## src/rtl/branch_resolve_unit.sv

```systemverilog
// EX-stage branch resolver: evaluates the condition from ALU flags, registers the outcome, trains a
// direct-mapped 2-bit predictor table and counts mispredicts. Define BRU_UNSIGNED_COND_EN for LTU/GEU codes.
module branch_resolve_unit #(
    parameter int PC_W  = 32,
    parameter int IDX_W = 4,
    parameter int CNT_W = 16
) (
    input  logic             i_clk,
    input  logic             i_reset,
    input  logic [PC_W-1:0]  i_lk_pc,
    output logic             o_lk_taken,
    input  logic             i_res_valid,
    input  logic [2:0]       i_res_cond,
    input  logic             i_res_z,
    input  logic             i_res_n,
    input  logic             i_res_v,
    input  logic             i_res_c,
    input  logic [PC_W-1:0]  i_res_pc,
    input  logic             i_res_pred,
    input  logic             i_stall,
    input  logic             i_flush,
    output logic             o_out_valid,
    output logic             o_out_taken,
    output logic             o_out_mispredict,
    output logic [31:0]      o_compout,
    output logic [CNT_W-1:0] o_mp_count
);

    localparam int DEPTH = 2 ** IDX_W;

    logic [1:0]       r_table [DEPTH];
    logic             r_valid;
    logic             r_taken;
    logic             r_mispredict;
    logic [CNT_W-1:0] r_mp_count;

    logic             w_taken;
    logic             w_lt;
    logic             w_mispredict;
    logic [IDX_W-1:0] w_lk_idx;
    logic [IDX_W-1:0] w_res_idx;
    logic             w_unused;

    assign w_lk_idx  = i_lk_pc[IDX_W+1:2];
    assign w_res_idx = i_res_pc[IDX_W+1:2];
    assign w_unused  = ^{i_lk_pc, i_res_pc, i_res_c};

    // Table read is the registered state, so a same-cycle update is never seen here.
    assign o_lk_taken = r_table[w_lk_idx][1];

    always_comb begin
        w_lt    = i_res_n ^ i_res_v;
        w_taken = 1'b0;
        case (i_res_cond)
            3'b000: w_taken = i_res_z;
            3'b001: w_taken = ~i_res_z;
            3'b010: w_taken = w_lt;
            3'b011: w_taken = ~w_lt;
            3'b100: w_taken = i_res_z | w_lt;
            3'b101: w_taken = ~i_res_z & ~w_lt;
`ifdef BRU_UNSIGNED_COND_EN
            3'b110: w_taken = ~i_res_c;
            3'b111: w_taken = i_res_c;
`else
            3'b110: w_taken = 1'b0;
            3'b111: w_taken = 1'b0;
`endif
            default: w_taken = 1'b0;
        endcase
        w_mispredict = w_taken != i_res_pred;
    end

    // Priority: reset, then flush, then stall, then accept.
    always_ff @(posedge i_clk) begin
        if (i_reset) begin
            r_valid      <= 1'b0;
            r_taken      <= 1'b0;
            r_mispredict <= 1'b0;
            r_mp_count   <= '0;
            for (int i = 0; i < DEPTH; i++) begin
                r_table[i] <= 2'b01;
            end
        end else if (i_flush) begin
            r_valid      <= 1'b0;
            r_mispredict <= 1'b0;
        end else if (i_stall) begin
            r_valid      <= r_valid;
        end else if (i_res_valid) begin
            r_valid      <= 1'b1;
            r_taken      <= w_taken;
            r_mispredict <= w_mispredict;
            if (w_taken) begin
                if (r_table[w_res_idx] != 2'b11) begin
                    r_table[w_res_idx] <= r_table[w_res_idx] + 2'd1;
                end
            end else begin
                if (r_table[w_res_idx] != 2'b00) begin
                    r_table[w_res_idx] <= r_table[w_res_idx] - 2'd1;
                end
            end
            if (w_mispredict && (r_mp_count != {CNT_W{1'b1}})) begin
                r_mp_count <= r_mp_count + CNT_W'(1);
            end
        end else begin
            r_valid      <= 1'b0;
        end
    end

    assign o_out_valid      = r_valid;
    assign o_out_taken      = r_taken;
    assign o_out_mispredict = r_mispredict;
    assign o_compout        = {31'b0, r_taken};
    assign o_mp_count       = r_mp_count;

endmodule

```

## config.mk

```make
export PLATFORM = sky130hd
export DESIGN_NAME = branch_resolve_unit
export DESIGN_NICKNAME = d
export VERILOG_FILES = /design/src/rtl/branch_resolve_unit.sv
export SDC_FILE = /design/constraint.sdc
export NUM_CORES = 1
export LEC_CHECK = 0
export ABC_AREA = 1
export CAP_MARGIN = 20
export CORE_MARGIN = 2
export CORE_UTILIZATION = 40
export CTS_CLUSTER_DIAMETER = 50
export CTS_CLUSTER_SIZE = 28
export DETAILED_ROUTE_END_ITERATION = 10
export PLACE_DENSITY = 0.84
export SYNTH_ARGS = -nofsm -noshare
export SYNTH_HDL_FRONTEND = slang
export SYNTH_SLANG_ARGS = --single-unit
```

## constraint.sdc

```tcl
create_clock -name i_clk -period 1.5 [get_ports i_clk]
set_input_delay 0.15 -clock i_clk [delete_from_list [all_inputs] [get_ports i_clk]]
set_output_delay 0.15 -clock i_clk [all_outputs]
set_load 0.03 [all_outputs]
```

Word-level counts from Yosys, hierarchy flattened
Memories as Yosys holds them, arrays and structs flattened. Cells that the tools add are included.

Memory bits (writable): 32. Input port bits: 77. Word-level logic and storage cells: 57. Output and inout port bits: 52. Memories kept: 1. Register bits: 19.

Memory list: r_table (depth 16, bits a word 2, read ports 2, clocked after memory_dff 0, wr ports 16, RTL line 31) `logic [1:0] r_table [DEPTH];`.

$add $sub $neg: 3. Bitwise operators: 8. Equality and inequality tests: 10. Muxes and demuxes: 22. Reduce and logical (&&, ||, !) cells: 9.

Operator list (count): 1-bit two-way mux (18); 16-bit by 1-bit adder with 16-bit output, second input constant (1); 16-bit inequality test, second input constant (1); 3-bit equality test, second input constant (4); 1-bit one-hot mux with 7 select lines (1); 3-bit by 2-bit equality test with 1-bit output, second input constant (2); 2-bit OR reduction (3); 2-bit two-way mux (2); 4-bit two-way mux (1); 1-bit NOT (4); 4-bit AND reduction (1); 3-bit by 1-bit equality test with 1-bit output, second input constant (1); 3-bit logical NOT (1); 3-bit AND reduction (1); 2-bit by 1-bit adder with 2-bit output, second input constant (1); 2-bit inequality test, second input constant (1); 1-bit OR (2); 2-bit AND reduction (1); 2-bit nonzero test (1); 2-bit by 1-bit subtractor with 2-bit output, second input constant (1); 1-bit AND (1); 1-bit logical AND (1); 1-bit inequality test (1); 1-bit XOR (1).

Longest topological paths before layout
Gate-level depths: netlist (run 1).

Depth in word-level cells: 13. Mapped depth: 16. Gate-level depth less buffers: 14.

Worst setup path after synthesis (run 1)
OpenSTA, ideal clock, no wires.

Kind: register to register. Start: register r_mp_count[0] (netlist: o_mp_count[0]). End: register r_mp_count[6] (netlist: o_mp_count[6]). Stages on the path, launching flop included: 11. Path buffers: 1. Path slack: -391 ps. Required time: 1430 ps. Arrival time: 1820 ps. Library setup time: 70 ps. Path through: dfxtp_1 -> ha_1 -> nand2_1 -> nor2_1 -> nand3_1 -> nor2_1 -> a21boi_2 -> nand2_2 -> buf_4 -> nand2_1 -> a21oi_1.

Longest elaborated chain between the ends: 3.

RTL lines: start, declared (RTL line 35) `logic [CNT_W-1:0] r_mp_count;`; start signal, assigned (RTL line 102) `r_mp_count <= r_mp_count + CNT_W'(1);`; parallel branches: the longest is 3 deep, another holds 16-bit by 1-bit adder with 16-bit output.

Several ways; the timed one is not identified. A chain may end at the register's enable or synchronous reset.

==> metrics.md, run 1 <==
| Metric | Value |
|---|---|
| Status | `finished with violations` |
| Violated checks | `negative setup slack` |
| GPL Wtd Cong | `0.9057` |
| Highest Signal Layer | `met4` |
| CTS tree | `yes` |
| Layout cell share with drive strength beyond 1 | `37.12%` |
| Worst setup EP type | `flop` |
| Vias | `3453` |
| Fmax | `534.7 MHz` |
| Pwr per Cell Area | `705.1 nW/um^2` |
| Post-route DRC | `0` |
| Startpoint types | `flop` |
| Hold Path Class | `flop to flop` |
| Largest net degree at the start of global routing | `20` |
| CTS H-Tree Depth | `2` |
| WL per Instance | `15.83 um` |
| Met2 WL | `5.675 mm` |
| FF+latch count, synth | `51` |
| # clock sinks | `51` |
| Antenna violations before repair | `0` |
| Final cycle utilization of the critical path | `124.7%` |
| Arrival @ worst endpoint | `1920 ps` |
| DRT iter0 DRCs | `253` |
| Worst reg2reg setup slack | `-370 ps` |
| Hold path start | `o_mp_count[8]` |
| Setup Skew | `10.29 ps` |
| Die ar. | `9239 um^2` |
| Vias in the first global route | `3332` |
| Register area share after synthesis | `39.51%` |
| Total wire length | `10.57 mm` |
| Met3 wire length | `575 um` |
| Worst path max stage delay | `470 ps` |
| Area Growth Syn to Fin | `48.14%` |
| Worst R2R Path Depth | `14` |
| Wire length on met1 | `4.000 mm` |
| Grt ovf | `0` |
| Dpl hpwl | `6.099 mm` |
| Library cells used by synthesis | `31` |
| Clk buf depth | `2` |
| Crit path cell chain | `nand2_1 -> nand2_1 -> nand2_1 -> nand2_1 -> nand2_1 -> nand2_2 -> inv_2 -> nand2_4 -> nand2_4 -> nand2_4 -> nand2_8 -> buf_12 -> nand2_4 -> nand2_2` |
| GRT Overall Usage | `21.74%` |
| Hold Vio Cnt, Final | `0` |
| Max Cap Viol | `0` |
| ANT nets after route | `0` |
| Root Buffer | `clkbuf_8` |
| Post-Layout Cell Count | `668` |
| Crit path kind | `flop to flop` |
| Reg-to-Reg Start | `r_table[5][1]` |
| Ys Warns | `0` |
| Syn_area_per_cell | `7.222 um^2` |
| CP max stage cell | `edfxtp_1` |
| Via density | `5.169` |
| Mapped Cells | `470` |
| Synthesized area | `3395 um^2` |
| Final instance area | `5029 um^2` |
| Peak VDD IR | `0.0003691 V` |
| Pins Over Slew Limit | `0` |
| Worst setup margin | `-370.2 ps` |
| Cell mode on critical path | `nand2_1` |
| IO Pins | `129` |
| Setup violators final | `79` |
| CP required | `1550 ps` |
| CTS Buf Count | `5` |
| DRT Pass-1 Iters | `4` |
| Final #Nets | `640` |
| Die width | `96.12 um` |
| Pleak | `2.316 nW` |
| Worst-Skew Late Latency | `320 ps` |
| Clock-pin transition on the worst setup and hold timing paths | `110 ps` |
| Num rows | `33` |
| Starting Density | `41.31%` |
| Min Tclk post-route | `1870 ps` |
| Die span in y | `96.12 um` |
| Post-placement cell count | `636` |
| Core ar. | `8217 um^2` |
| R2R Path End | `r_table[14][1]` |
| Hold EP | `o_mp_count[8]` |
| Min Hold Slack | `497.1 ps` |
| # diodes | `0` |
| Worst hold path stage count | `2` |
| CP Max Fanout | `8` |
| Dpl cell area | `4170 um^2` |
| RSZ-0062 raised after global routing | `yes` |
| Port bufs | `40` |
| First-pass GRT wire length | `15.53 mm` |
## power breakdown
group / total [mW] / internal (mW) / switching [mW]
sequential: 1.52 / 1.50 / 0.0174
combinational: 1.01 / 0.406 / 0.599
clock: 1.02 / 0.507 / 0.517
total: 3.55 / 2.41 / 1.13
## per-layer routing
layer | up-vias | track usage (%)
met1 | 1644 | 25.09
met3 | 32 | 2.506
met5 | - | 0
met4 | 0 | 6.786
met2 | 149 | 41.38
li1 | 1628 | -
## how the worst max path moves through the flow
stage                              from              to  cells after the start
final                     r_table[5][1]  r_table[14][1]                     14
after global routing      r_table[4][1]  r_table[14][0]                     14
after CTS                 r_table[5][1]  r_table[14][1]                     14
after detailed placement    i_res_pc[2]  r_table[14][0]                     16
after global placement      i_res_pc[2]  r_table[14][0]                     15
after floorplan           o_mp_count[0]  o_mp_count[13]                     10
## through the flow
step	utilization [%]	power, mW	worst slack (ps)	TNS [ps]
global route	61.20	3.655	-418.0	-24750
detailed placement	50.75	2.256	-762.7	-54580
floorplan	-	2.052	-77.77	-2804
global placement	50.75	2.239	-713.8	-50490
CTS	56.83	3.379	-261.9	-14030
finish	61.20	3.546	-370.2	-20060
## cell usage after synthesis
master	number	share of area [%]
buf_8	1	0.44
a21boi_2	1	0.33
nor3_2	1	0.29
xnor2_1	5	1.3
dfxtp_1	19	11
mux2i_1	4	1.2
clkbuf_1	3	0.33
clkinv_1	1	0.11
buf_2	4	0.59
buf_4	34	7.5
conb_1	1	0.11
o211ai_1	2	0.44
nand2_4	2	0.66
o21ai_0	9	1.3
xor2_1	10	2.6
o31ai_1	1	0.22
buf_1	1	0.11
o21ai_1	1	0.15
nand4_1	1	0.18
nand2_1	149	16
nor2_1	58	6.4
inv_2	5	0.55
and2_1	1	0.18
ha_1	1	0.37
nand2_2	16	2.9
inv_1	28	3.1
a21oi_1	25	3.7
edfxtp_1	32	28
nor3_1	3	0.44
buf_6	5	1.7
nand3_1	46	6.8
## logic make-up after synthesis
kind of cell             count (synthesis)  share of synthesized area, %
AND/OR/NAND/NOR                        277                         34.39
buffers and inverters                   82                         14.41
flip-flops                              51                         39.51
AO/OA/AOI/OAI                           39                         6.155
XOR/XNOR                                15                         3.870
multiplexers                             4                         1.180
adder cells (fa/ha/maj)                  1                        0.3685
other                                    1                        0.1105
## layout make-up
cell class	instances	area [um^2]
clock buffer	5	68.82
clock inverter	3	47.55
fill	661	3188
inverter	34	137.6
multi-input combinational	368	2250
sequential	51	1364
tap	105	131.4
timing repair buffer	102	1030
## state kept, by name (all words and copies together) (netlist names)
register and flops:
o_out_taken 1, r_table 32, o_out_valid 1, o_mp_count 16, o_out_mispredict 1
## worst max-delay path, delay by kind of cell (launching register included)
| kind | cells | cell delay, ps |
|---|---|---|
| and+or+nand+nor | 12 | 900 |
| DFF | 1 | 470 |
| buffers and inverters | 2 | 230 |
## timing repair
| item | CTS | global route |
|---|---|---|
| endpoints found under the setup margin | 99 | 83 |
| pin swaps | 12 | 30 |
| resized for setup | 82 | 85 |
| hold buffers | 0 | 0 |
| buffers inserted | 13 | 8 |
| cloned | 3 | 2 |
## placed cells by master (no fill, tap or decap), types with 2 or more instances in the layout
master,n
clkdlybuf4s50_1,11
nor3_2,2
o21ai_0,4
conb_1,31
nand3_1,20
buf_6,14
nor3_1,2
xnor2_1,5
nand3_2,25
a21oi_1,10
a21oi_2,14
o211ai_1,2
dfxtp_2,6
dfxtp_1,9
mux2i_1,4
nand2_8,3
nand2_2,27
buf_4,39
inv_1,24
buf_12,8
clkinv_4,2
nor2_2,10
nor2_1,44
nor2_4,4
xor2_1,10
dfxtp_4,4
nand2_1,110
o21ai_1,5
inv_4,2
dlygate4sd2_1,25
edfxtp_1,32
inv_2,6
nand2_4,28
dlymetal6s2s_1,3
clkbuf_8,5
Note: power is estimated with default switching activity, not from simulation.
==> run 2, diff against run 1 <==
- CAP_MARGIN: 20 -> 10
- CORE_MARGIN: 2 -> 10
==> run 2 against run 1 <==
  * The run still ends with negative setup slack left
  * Design area decreased by 2.2%
  * Critical path depth unchanged
  * Die area increased by 36%
  * Sequential power about the same
  * Clock power decreased by 24%
==> metrics.md, run 2 (synthesis gave the netlist of run 1 again) <==
| Metric | Value |
|---|---|
| Fmax | `542.5 MHz` |
| Status | `finished with violations` |
| Peak VDD IR | `0.0004647 V` |
| Comb power frac | `27.6%` |
| Total wire length | `10.14 mm` |
| CTS tree | `yes` |
| Final cycle utilization of the critical path | `122.9%` |
| Setup violators final | `80` |
| Root Buffer | `clkbuf_8` |
| WL per Instance | `15.24 um` |
| Largest net degree at the start of global routing | `20` |
| GPL Wtd Cong | `0.9083` |
| Hold Vio Cnt, Final | `0` |
| Crit path kind | `flop to flop` |
| Post-placement cell count | `638` |
| DRT Pass-1 Iters | `5` |
| Grt ovf | `0` |
| Pleak | `2.267 nW` |
| RSZ-0062 raised after global routing | `yes` |
| DRT iter0 DRCs | `165` |
| Final instance area | `4920 um^2` |
| Num rows | `33` |
| Worst reg2reg setup slack | `-340 ps` |
| CTS H-Tree Depth | `2` |
| Min Hold Slack | `406.6 ps` |
| Dpl hpwl | `6.784 mm` |
| Worst-Skew Late Latency | `300 ps` |
| Commonest cells after routing, fill and taps aside | `104 x nand2_1, 49 x nor2_1, 44 x buf_4` |
| Cts hold-fix bufs | `0` |
| Setup Skew | `10.30 ps` |
| Commonest non-fill, non-tap cell in the layout | `nand2_1` |
| Dpl cell area | `4198 um^2` |
| Pwr per Cell Area | `645.4 nW/um^2` |
| Int Power | `2.154 mW` |
| Vias in the first global route | `3380` |
| Final #Nets | `637` |
| Antenna violations before repair | `0` |
| CTS Buf Count | `5` |
| Die ar. | `12570 um^2` |
| Pins Over Slew Limit | `0` |
| Post-route DRC | `0` |
| Sw Share | `32.17%` |
| CP Max Fanout | `8` |
| Clk buf depth | `2` |
| Hold Path Class | `input pin to flop` |
| Min Tclk post-route | `1843 ps` |
| Startpoint types | `flop` |
| Fill cells | `661` |
| Reg power frac | `47.9%` |
| Sw power | `1.021 mW` |
| Worst setup EP type | `flop` |
| Vias | `3341` |
| Violated checks | `negative setup slack` |
| Die span in y | `112.1 um` |
| Die width | `112.1 um` |
| Area Growth Syn to Fin | `44.93%` |
| Largest Register | `r_table` |
| Worst setup margin | `-343.3 ps` |
| Max Cap Viol | `0` |
| Clock power frac | `24.5%` |
| GRT Overall Usage | `14.80%` |
| # clock sinks | `51` |
| Starting Density | `41.11%` |
| IO Pins | `129` |
| Post-Layout Cell Count | `665` |
| Fin Setup TNS | `-19110 ps` |
| ANT nets after route | `0` |
| First-pass GRT wire length | `15.99 mm` |
| Layout cell share with drive strength beyond 1 | `36.61%` |
| CP required | `1520 ps` |
| Largest register FFs | `32` |
| Clock-pin transition on the worst setup and hold timing paths | `90 ps` |
| Via density | `5.024` |
| Port bufs | `40` |
| # diodes | `0` |
| Core ar. | `8258 um^2` |
| Arrival @ worst endpoint | `1870 ps` |
run 2: path summary, 6_finish.rpt:
path                                      from            end  cells past startpoint
worst max-delay path            r_table[13][1]  r_table[7][1]                     14
worst min-delay path             i_res_cond[1]    o_out_taken                      7
worst max register to register  r_table[13][1]  r_table[7][1]                     14
worst min register to register     o_out_valid    o_out_valid                      2
run 2: layout make-up:
type,count,area [um^2],share of cell area (%)
inverters,34,135.1,2.747
well taps,105,131.4,2.670
clock inverters,2,12.51,0.2543
repair buffers,98,942.2,19.15
clock buffers,6,72.57,1.475
multi-input cells,369,2266,46.06
flip-flops and latches,51,1360,27.64
run 2: power by group through the flow:
stage	Sequential, mW	Combinational (mW)	Clock, mW
after floorplan	1.55	0.499	0
after global placement	1.55	0.703	0
after CTS	1.52	0.800	0.792
final	1.52	0.877	0.779
after global routing	1.52	0.936	0.847
after detailed placement	1.55	0.723	0
run 2: timing repair:
item                                    in CTS  in global routing
gates resized for setup                     72                 85
gates cloned                                 4                  1
pin swaps                                   26                 26
buffers inserted                             6                  9
endpoints found under the setup margin     100                 81
run 2: worst max-delay path, cell delays in order, from the launching register on:
cell      delay (ps)
edfxtp_1         440
nand2_1          110
nand2_1           50
nand2_1           70
nand2_2           60
nand2_2           50
nand2_2           70
inv_2             70
nand2_4           60
nand2_4          100
nand2_8           80
nand2_8          110
buf_12           160
nand2_4           50
nand2_2           90
run 2: routing by layer:
metal	vias to the layer above	share of wire (%)	global-route usage, %	wire length, um
met5	-	0	0	0
met4	0	1.5	4.315	152
met3	16	6.8	3.727	689
met2	121	53	26.42	5409
met1	1592	38	16.98	3884
li1	1612	-	-	-
run 2: through the flow:
| stage | utilization (%) | power [mW] | worst slack [ps] |
|---|---|---|---|
| final | 59.58 | 3.175 | -343.3 |
| after global routing | 59.58 | 3.303 | -431.0 |
| after CTS | 55.45 | 3.111 | -269.6 |
| after detailed placement | 50.83 | 2.275 | -773.4 |
| after global placement | 50.83 | 2.254 | -692.6 |
| after floorplan | - | 2.052 | -77.77 |
==> run 3, diff against run 2 <==
- PLACE_DENSITY: 0.84 -> not set
- PLACE_DENSITY_LB_ADDON: not set -> 0.05
- SLEW_MARGIN: not set -> 20
==> run 3 against run 2 <==
  * The flow still finishes with violations (negative setup slack)
  * Global-route usage shrank 0.25 points
  * Clock skew shrank 2.0 ps
  * Sequential cell count is the same
  * Worst hold slack gained 73 ps
==> metrics.md, run 3 (synthesis gave the netlist of run 1 again) <==
| Metric | Value |
|---|---|
| Commonest cells after routing, fill and taps aside | `110 x nand2_1, 53 x nor2_1, 47 x buf_4` |
| Fmax | `553.2 MHz` |
| Sw power | `1.039 mW` |
| Hold Vio Cnt, Final | `0` |
| First-pass GRT wire length | `15.54 mm` |
| Dpl cell area | `4233 um^2` |
| DRT Pass-1 Iters | `4` |
| Overall power | `3.245 mW` |
| Port bufs | `40` |
| Largest net degree at the start of global routing | `20` |
| Arrival @ worst endpoint | `1850 ps` |
| Dpl hpwl | `6.733 mm` |
| Die ar. | `12570 um^2` |
| RSZ-0062 raised after global routing | `yes` |
| Largest Register | `r_table` |
| Antenna violations before repair | `0` |
| Startpoint types | `flop` |
| Pleak | `2.296 nW` |
| Final #Nets | `644` |
| Wire length on met1 | `3.907 mm` |
| Vias | `3224` |
| Largest register FFs | `32` |
| Total wire length | `9.431 mm` |
| Worst-Skew Late Latency | `310 ps` |
| DP Worst Slack | `-769.0 ps` |
| Post-Layout Cell Count | `672` |
| Layout Utilization | `58.92%` |
| Final cycle utilization of the critical path | `120.5%` |
| Min Tclk post-route | `1808 ps` |
| Reg power frac | `46.7%` |
| Die width | `112.1 um` |
| Post-route DRC | `0` |
| Area Growth Syn to Fin | `43.35%` |
| Pins Over Slew Limit | `0` |
| ANT nets after route | `0` |
| Grt ovf | `0` |
| Highest Signal Layer | `met4` |
| Crit path kind | `flop to flop` |
| Clock-pin transition on the worst setup and hold timing paths | `110 ps` |
| Status | `finished with violations` |
| Commonest non-fill, non-tap cell in the layout | `nand2_1` |
| Int Power | `2.206 mW` |
| # diodes | `0` |
| Violated checks | `negative setup slack` |
| GPL Wtd Cong | `0.8758` |
| Min Hold Slack | `480.0 ps` |
| Vias in the first global route | `3213` |
| Die span in y | `112.1 um` |
| IO Pins | `129` |
| Worst setup margin | `-307.8 ps` |
| Sw Share | `32.01%` |
| CTS Buf Count | `5` |
| Worst setup EP type | `flop` |
| Final instance area | `4866 um^2` |
| Setup violators final | `80` |
| Via density | `4.798` |
| Starting Density | `41.11%` |
| WL per Instance | `14.03 um` |
| Setup Skew | `8.251 ps` |
| Hold Path Class | `flop to flop` |
| # clock sinks | `51` |
| Num rows | `33` |
| Clk buf depth | `2` |
| CP Max Fanout | `5` |
| DRT iter0 DRCs | `100` |
| Layout cell share with drive strength beyond 1 | `32.80%` |
| Met3 wire length | `535 um` |
| Fin Setup TNS | `-16250 ps` |
| Root Buffer | `clkbuf_8` |
| CTS H-Tree Depth | `2` |
| Post-placement cell count | `646` |
| Core ar. | `8258 um^2` |
| CTS tree | `yes` |
| GRT Overall Usage | `14.55%` |
| Comb power frac | `27.1%` |
| Max Cap Viol | `0` |
| Clock power frac | `26.2%` |
| Met2 WL | `4.782 mm` |
| Pwr per Cell Area | `666.9 nW/um^2` |
| Peak VDD IR | `0.0004073 V` |
| CP required | `1550 ps` |
run 3: changes by cell type in the layout (fill, tap and decap cells not counted), sizes merged:
cell	delta
nand2	-1
clkbuf	-2
buf	+7
clkinvlp	-1
bufbuf	+1
dlymetal6s2s	+3
inv	+2
clkdlybuf4s50	-2
clkdlybuf4s15	+1
dlygate4sd2	-1
run 3: cell type report:
type                    instances  area (um^2)
multi-input cells             368         2096
clock buffers                   5        68.82
flip-flops and latches         51         1359
clock inverters                 3        28.78
repair buffers                106         1050
fillers                       772         3392
inverters                      34        132.6
well taps                     105        131.4
run 3: path summary, 6_finish.rpt:
check / startpoint / to / slack (ps) / depth (start not counted)
hold / removal: o_out_valid / o_out_valid / 480 / 2
hold reg to reg: o_out_valid / o_out_valid / 480 / 2
setup reg to reg: r_table[6][1] / r_table[0][0] / -310 / 15
setup / recovery: r_table[6][1] / r_table[0][0] / -310 / 15
run 3: critical path, cell delays in order, from the launching register on:
cell and delay [ps]:
edfxtp_1 430, nand2_1 90, nand2_1 50, nand2_1 50, nand2_1 50, nand2_1 50
nand2_1 70, inv_1 70, nand2_2 60, nand2_2 80, nand2_2 60, nand2_4 100
buf_12 120, buf_16 120, nand2_4 50, nand2_4 60
run 3: per-layer routing:
layer | vias up | track usage, %
met5 | - | 0
met4 | 0 | 4.569
met3 | 17 | 3.727
met2 | 92 | 25.42
met1 | 1479 | 16.99
li1 | 1636 | -
run 3: power by group through the flow:
stage / registers (mW) / clock network [mW] / logic [mW]
floorplan: 1.55 / 0 / 0.499
global placement: 1.55 / 0 / 0.712
detailed placement: 1.55 / 0 / 0.719
CTS: 1.52 / 0.884 / 0.846
global route: 1.52 / 0.942 / 0.956
finish: 1.52 / 0.851 / 0.878
run 3: what timing repair did:
action,CTS,global route
hold buffers,0,0
pin swaps,16,16
resized for setup,54,75
setup buffers,12,3
setup endpoints to repair,101,82
endpoints found under the hold margin,0,0
gates cloned,4,1
